**config.mk**
```make
export PLATFORM = sky130hd
export DESIGN_NAME = simmem_release_arbiter
export DESIGN_NICKNAME = d
export VERILOG_FILES = /design/src/rtl/simmem_release_arbiter.sv
export SDC_FILE = /design/constraint.sdc
export NUM_CORES = 1
export LEC_CHECK = 0
export ABC_CLOCK_PERIOD_IN_PS = 3120
export BUFFER_PORTS_ARGS = -buffer_cell sky130_fd_sc_hd__buf_2
export CAP_MARGIN = 0
export CORE_MARGIN = 5
export CORE_UTILIZATION = 57
export CTS_CLUSTER_DIAMETER = 60
export DETAILED_ROUTE_END_ITERATION = 8
export PLACE_DENSITY = 0.79
export SLEW_MARGIN = 40
export SYNTH_ARGS = -nofsm -noshare
export SYNTH_HDL_FRONTEND = slang
export SYNTH_SLANG_ARGS = --single-unit
```
**constraint.sdc**
```tcl
create_clock -name clk_i -period 3.12 [get_ports clk_i]
set_input_delay 0.78 -clock clk_i [delete_from_list [all_inputs] [get_ports clk_i]]
set_output_delay 0.78 -clock clk_i [all_outputs]
set_load 0.02 [all_outputs]
```
**src/rtl/simmem_release_arbiter.sv**
```systemverilog
// simmem_release_arbiter: picks one release-enabled response slot per cycle, keeping AXI same-ID
// order by slot age. Define SIMMEM_RELEASE_RR_EN for round-robin selection among candidates.
//
// state | meaning
// IDLE  | nothing presented, rel_valid_o low
// HOLD  | slot held in rel_addr_q/rel_id_q until rel_ready_i
module simmem_release_arbiter #(
    parameter int unsigned Capacity = 16,
    parameter int unsigned IdWidth  = 4
) (
    input  logic                clk_i,
    input  logic                rst_ni,
    input  logic                alloc_valid_i,
    input  logic [Capacity-1:0] alloc_addr_onehot_i,
    input  logic [IdWidth-1:0]  alloc_id_i,
    output logic [Capacity-1:0] free_slots_o,
    input  logic [Capacity-1:0] release_en_mhot_i,
    output logic                rel_valid_o,
    input  logic                rel_ready_i,
    output logic [Capacity-1:0] rel_addr_onehot_o,
    output logic [IdWidth-1:0]  rel_id_o,
    output logic [Capacity-1:0] released_addr_onehot_o,
    output logic                alloc_err_o
);
    localparam logic [0:0] ST_IDLE = 1'b0;
    localparam logic [0:0] ST_HOLD = 1'b1;

    logic [0:0]          state_q, state_d;
    logic [Capacity-1:0] valid_q, valid_d;
    logic [IdWidth-1:0]  id_q  [Capacity];
    logic [IdWidth-1:0]  id_d  [Capacity];
    logic [Capacity-1:0] age_q [Capacity];  // age_q[s][j] set: slot j is older than slot s
    logic [Capacity-1:0] age_d [Capacity];
    logic [Capacity-1:0] rel_addr_q, rel_addr_d;
    logic [IdWidth-1:0]  rel_id_q, rel_id_d;
    logic [Capacity-1:0] released_q, released_d;
    logic                alloc_err_q, alloc_err_d;

    logic                handshake;
    logic                alloc_ok;
    logic [Capacity-1:0] released_now, presented, live, blocked, cand, sel;

    assign handshake    = (state_q == ST_HOLD) && rel_ready_i;
    assign released_now = handshake ? rel_addr_q : '0;
    assign presented    = (state_q == ST_HOLD) ? rel_addr_q : '0;
    assign live         = valid_q & ~released_now;
    assign alloc_ok     = alloc_valid_i && ((alloc_addr_onehot_i & valid_q) == '0);

    // The slot leaving on this handshake no longer blocks its younger same-ID successor.
    always_comb begin
        blocked = '0;
        for (int s = 0; s < Capacity; s++) begin
            for (int j = 0; j < Capacity; j++) begin
                if (live[j] && age_q[s][j] && (id_q[j] == id_q[s])) begin
                    blocked[s] = 1'b1;
                end
            end
        end
    end

    assign cand = valid_q & release_en_mhot_i & ~presented & ~blocked;

`ifdef SIMMEM_RELEASE_RR_EN
    localparam int unsigned IdxW = (Capacity > 1) ? $clog2(Capacity) : 1;

    logic [IdxW-1:0] rr_q, rr_d;

    function automatic logic [IdxW-1:0] onehot_idx(input logic [Capacity-1:0] oh);
        logic [IdxW-1:0] idx;
        idx = '0;
        for (int i = 0; i < Capacity; i++) begin
            if (oh[i]) idx = IdxW'(i);
        end
        return idx;
    endfunction

    function automatic logic [Capacity-1:0] rr_pick(input logic [Capacity-1:0] c,
                                                    input logic [IdxW-1:0]     ptr);
        logic [Capacity-1:0] r;
        logic                found;
        int                  k;
        r     = '0;
        found = 1'b0;
        for (int i = 0; i < Capacity; i++) begin
            k = (int'(ptr) + i) % Capacity;
            if (!found && c[k]) begin
                r[k]  = 1'b1;
                found = 1'b1;
            end
        end
        return r;
    endfunction

    always_comb begin
        rr_d = rr_q;
        if (handshake) rr_d = IdxW'((int'(onehot_idx(rel_addr_q)) + 1) % Capacity);
    end

    assign sel = rr_pick(cand, rr_d);

    always_ff @(posedge clk_i or negedge rst_ni) begin
        if (!rst_ni) rr_q <= '0;
        else         rr_q <= rr_d;
    end
`else
    always_comb begin
        sel = '0;
        for (int s = 0; s < Capacity; s++) begin
            sel[s] = cand[s] && ((cand & age_q[s]) == '0);
        end
    end
`endif

    always_comb begin
        state_d    = state_q;
        rel_addr_d = rel_addr_q;
        rel_id_d   = rel_id_q;
        released_d = released_now;
        if ((state_q == ST_IDLE) || handshake) begin
            if (cand != '0) begin
                state_d    = ST_HOLD;
                rel_addr_d = sel;
                rel_id_d   = '0;
                for (int s = 0; s < Capacity; s++) begin
                    if (sel[s]) rel_id_d = id_q[s];
                end
            end else begin
                state_d    = ST_IDLE;
                rel_addr_d = '0;
                rel_id_d   = '0;
            end
        end
    end

    always_comb begin
        valid_d     = live;
        alloc_err_d = alloc_err_q | (alloc_valid_i && !alloc_ok);
        for (int s = 0; s < Capacity; s++) begin
            id_d[s]  = id_q[s];
            age_d[s] = age_q[s] & ~released_now;
            if (alloc_ok && alloc_addr_onehot_i[s]) begin
                valid_d[s] = 1'b1;
                id_d[s]    = alloc_id_i;
                age_d[s]   = live;
            end
        end
    end

    always_ff @(posedge clk_i or negedge rst_ni) begin
        if (!rst_ni) begin
            state_q     <= ST_IDLE;
            valid_q     <= '0;
            rel_addr_q  <= '0;
            rel_id_q    <= '0;
            released_q  <= '0;
            alloc_err_q <= 1'b0;
            for (int s = 0; s < Capacity; s++) begin
                id_q[s]  <= '0;
                age_q[s] <= '0;
            end
        end else begin
            state_q     <= state_d;
            valid_q     <= valid_d;
            rel_addr_q  <= rel_addr_d;
            rel_id_q    <= rel_id_d;
            released_q  <= released_d;
            alloc_err_q <= alloc_err_d;
            for (int s = 0; s < Capacity; s++) begin
                id_q[s]  <= id_d[s];
                age_q[s] <= age_d[s];
            end
        end
    end

    assign free_slots_o           = ~valid_q;
    assign rel_valid_o            = (state_q == ST_HOLD);
    assign rel_addr_onehot_o      = rel_addr_q;
    assign rel_id_o               = rel_id_q;
    assign released_addr_onehot_o = released_q;
    assign alloc_err_o            = alloc_err_q;

endmodule

```
==> impl_metrics.py, run 1 <==
metrics = {
    "outcome": {
        "run.stop_error": "[ERROR GRT-0116] Global routing finished with congestion. Check the congestion regions in the DRC Viewer.",
        "stop_stage": "5_1_grt",
        "outcome": "aborted with a tool error",
    },
    "logic_synthesis": {
        "syn_inst": 3178,
        "synth-edff-count": 0,
        "synthArstFlopShare_pct": 100,
        "synthesis.area_mm2": 0.0257,
        "syn-num-nets": 3218,
        "synth_top_area_share_pct": 36.4,
        "synth_largest_area_cell": "dfrtp_1",
        "ys_seq_area_share_pct": 36.4,
        "synth.most_common_cell": "nand2_1",
        "syn_avg_cell_area_um2": 8.09,
        "synth_area_leaders": "dfrtp_1 (36%), xor2_1 (16%), nand2_1 (10%)",
        "synthFlopType": "dfrtp_1",
        "ys_ff_latch": 374,
        "synth.distinct_cells": 58,
        "yosysWarningCount": 0,
        "synth_common_cells": "nand2_1 (693), xor2_1 (480), dfrtp_1 (374), a21oi_1 (244), nor3_1 (200)",
    },
    "floorplan": {
        "pin_count": 94,
        "fp.dieH_um": 222,
        "num_rows": 77,
        "start_util_pct": 57.9,
        "fp.dieW_um": 222,
    },
    "grt": {
        "grt_use_total_pct": 79.5,
        "grt_pass1_vias": 39748,
        "grt_overflow": 436,
        "grt_max_degree": 75,
        "grt_pass1_wl_um": 295000,
    },
    "cts": {
        "cts_buffers": 44,
        "htreeDepth": 2,
        "cts.path.max_buffers": 3,
        "cts.sinks": 374,
        "cts-root-buf": "clkbuf_16",
        "cts-hold-fix-buffers": 0,
    },
    "place": {
        "gp_congestion": 1.52,
        "place_hpwl_um": 102000,
        "io_buffer_count": 93,
    },
}
-- through the flow --
stage	cell area [um^2]	TNS [ns]	instances	hold slack, ns	setup slack [ns]
after detailed placement	32000	-18.64	4285	0.489	-1.47
after floorplan	26000	-0.843	3178	0.467	-0.213
after global placement	32000	-17.14	4285	0.457	-1.35
after CTS	35400	-4.02	4441	0.246	-0.586
-- layer usage --
metal	overflow	GRT usage, %
met1	47	80.3
met2	172	87.6
met3	66	75.4
met4	142	73.3
met5	9	51.7
-- cells by family after synthesis --
family          synth area share, %
xor+xnor                       16.3
compound gates                 14.2
flops                          36.4
simple gates                   23.4
buf+inv                        9.73
-- repair_timing --
item	4_1_cts
setup buffers	76
gates resized for setup	254
endpoints found under the setup margin	21
pin swaps	99
gates cloned	2
==> inputs of run 2 (changes only) <==
Settings changed: ABC_CLOCK_PERIOD_IN_PS 3120 to 4100, CORE_UTILIZATION 57 to 40, CTS_CLUSTER_DIAMETER 60 to not set, PLACE_DENSITY 0.79 to not set, PLACE_DENSITY_LB_ADDON set to 0.15.
Clock period 3.12 ns to 4.1 ns, I/O delays scaled along.
==> run 2 against run 1 <==
Effect of this change: the flow now finishes, with violations (setup timing); area after synthesis unchanged; synthesized cell count unchanged.
==> impl_metrics.py, run 2 <==
metrics = {
    "drt": {
        "drt_first_pass_iters": 8,
        "drc_errors": 0,
        "ant_nets": 0,
        "drt-total-wl_um": 176000,
        "drt_iter0_drc": 5232,
        "wl_per_cell_um": 37.3,
        "viasPerCell": 6.51,
        "via_count": 30707,
    },
    "final_layout": {
        "top_register": "age_q",
        "layout.nets": 3853,
        "layout-drive-gt1-share_pct": 30.3,
        "areaGrowthSynthToFinish_pct": 38.8,
        "largest_register_ff_count": 256,
        "fillers": 5826,
        "final_area_mm2": 0.0357,
        "layoutNonFillerInstCount": 4714,
        "final_common_cell": "buf_4",
        "top_regs": "age_q: 256 flops, id_q: 64 flops",
        "final_cell_mix": "buf_4 (697), nand2_1 (691), xor2_1 (480), dfrtp_1 (367), a21oi_1 (244)",
    },
    "place": {
        "gp_congestion": 1.15,
        "place_hpwl_um": 132000,
        "placed_area_mm2": 0.0325,
        "dp.cells": 4579,
        "io_buffer_count": 93,
    },
    "floorplan": {
        "pin_count": 94,
        "dieArea_mm2": 0.0695,
        "coreArea_mm2": 0.0641,
        "fp.dieW_um": 264,
        "start_util_pct": 40.1,
        "fp.dieH_um": 264,
        "num_rows": 93,
    },
    "logic_synthesis": {
        "syn_avg_cell_area_um2": 8.09,
        "synth_largest_area_cell": "dfrtp_1",
        "synth.distinct_cells": 58,
        "synth.most_common_cell": "nand2_1",
        "syn-num-nets": 3218,
        "synth_top_area_share_pct": 36.4,
        "synth_common_cells": "nand2_1 (693), xor2_1 (480), dfrtp_1 (374), a21oi_1 (244), nor3_1 (200)",
        "synth-edff-count": 0,
        "synth_area_leaders": "dfrtp_1 (36%), xor2_1 (16%), nand2_1 (10%)",
        "synthFlopType": "dfrtp_1",
        "yosysWarningCount": 0,
        "synthArstFlopShare_pct": 100,
        "ys_ff_latch": 374,
        "syn_inst": 3178,
        "ys_seq_area_share_pct": 36.4,
        "synthesis.area_mm2": 0.0257,
    },
    "cts": {
        "path_clk_slew_ns": 0.07,
        "cts-root-buf": "clkbuf_16",
        "cts_buffers": 46,
        "insertion_delay_ns": 0.62,
        "cts.path.max_buffers": 3,
        "cts-hold-fix-buffers": 0,
        "tritoncts": "built",
        "htreeDepth": 2,
        "cts.sinks": 374,
    },
    "sta": {
        "tns_ns": -0.433,
        "fin_skew_ns": 0.0263,
        "worst_slew_pin_slew_ns": 0.971,
        "fmax_mhz": 238,
        "final-hold-violation-count": 0,
        "worst_slack_ns": -0.108,
        "setup_viol": 7,
        "finalCritPeriodShare_pct": 103,
        "rsz0062_at_grt": "true",
        "slew_headroom_pct": 35.2,
        "period_needed_ns": 4.21,
        "slew_viol_final": 0,
    },
    "worst_setup_path": {
        "cp-startpoint": "rel_ready_i",
        "cp-start-kind": "primary input",
        "worstPathRequired_ns": 4.57,
        "critPathMaxFanout": 13,
        "arrival_ns": 4.68,
        "worst_setup_path_end_kind": "register",
        "r2r_start": "id_q[41]",
        "crit_type": "primary input to register",
    },
    "grt": {
        "grt_pass1_wl_um": 238000,
        "grt_use_total_pct": 48.4,
        "grt_max_degree": 70,
        "antenna_found_initial": 11,
        "grt_overflow": 0,
        "grt_pass1_vias": 29063,
    },
    "power_and_ir_drop": {
        "peakVddDrop_v": 0.000551,
        "p_leak_nw": 16.7,
        "powerDensity_mw_per_mm2": 887,
    },
    "outcome": {
        "violations": "setup timing",
        "outcome": "finished with violations",
    },
    "worst_hold_path": {
        "hp-class": "primary input to asynchronous set/reset pin",
    },
    "run": {
        "max-cap-violations": 0,
    },
}
## run 2: cell counts after synthesis
No cell type changed its count.
## run 2: path summary, 6_finish.rpt
check / end / slack, ns / depth (start not counted)
setup / recovery: rel_id_o[0] / -0.11 / 19
hold reg to reg: alloc_err_o / 0.48 / 1
max in group asynchronous: age_q[74] / 2.65 / 3
hold / removal: id_q[48] / 0.26 / 1
min in group clk_i: alloc_err_o / 0.48 / 1
setup reg to reg: rel_id_o[1] / -0.10 / 19
## run 2: logic make-up after synthesis
group / after synthesis / share of synthesized area (%)
compound gates: 549 / 14.2
xor+xnor: 480 / 16.3
flops: 374 / 36.4
simple gates: 1277 / 23.4
buf+inv: 498 / 9.73
## run 2: worst max-delay path, cell delays in order
cell and delay [ns]:
buf_8 0.15, buf_4 0.16, buf_4 0.14, nand3_2 0.09, inv_2 0.08, buf_12 0.14, nor3_1 0.29, a32oi_1 0.09
nand4_1 0.18, buf_4 0.16, buf_4 0.12, nor3_1 0.05, a2111oi_2 0.88, nand4_1 0.20, nand2_1 0.21, nor3_1 0.11
a2111oi_4 0.35, buf_4 0.17, o31ai_1 0.05
## run 2: through the flow
stage / util, % / worst slack (ns) / total power, mW / hold WS, ns
after detailed placement: 50.7 / -1.54 / 24.6 / 0.466
after global routing: 55.6 / -0.168 / 32.0 / 0.274
after CTS: 54.3 / 0.000226 / 29.8 / 0.483
after floorplan: - / 0.344 / 13.9 / 0.467
final: 55.7 / -0.108 / 31.6 / 0.259
after global placement: 50.7 / -1.94 / 24.3 / 0.458
## run 2: what timing repair did
action,4_1_cts,5_1_grt
pin swaps,21,32
gates resized for setup,112,108
buffers inserted,17,22
endpoints found under the setup margin,18,7
cloned,1,0
## run 2: area by class of cell
class                   instances  area, um^2  share of cell area (%)
diodes                         10        25.0                  0.0701
repair buffers                903        7900                    22.1
well taps                     855        1070                    3.00
inverters                     182         692                    1.94
flip-flops and latches        374        9370                    26.2
clock inverters                24         398                    1.11
multi-input cells            2306       14900                    41.9
clock buffers                  60        1290                    3.63
## run 2: routing by layer
layer,vias up,global-route usage [%],part of all wire (%)
met5,-,2.63,0.19
met2,2835,67.2,40
met3,785,20.1,15
li1,12141,-,-
met4,13,28.4,8.3
met1,14933,62.8,37
## run 2: power breakdown
group	internal [mW]	switching, mW
registers	4.69	1.19
clock network	2.86	1.86
logic	8.04	13.0
Note: power is estimated with default switching activity, not from simulation.
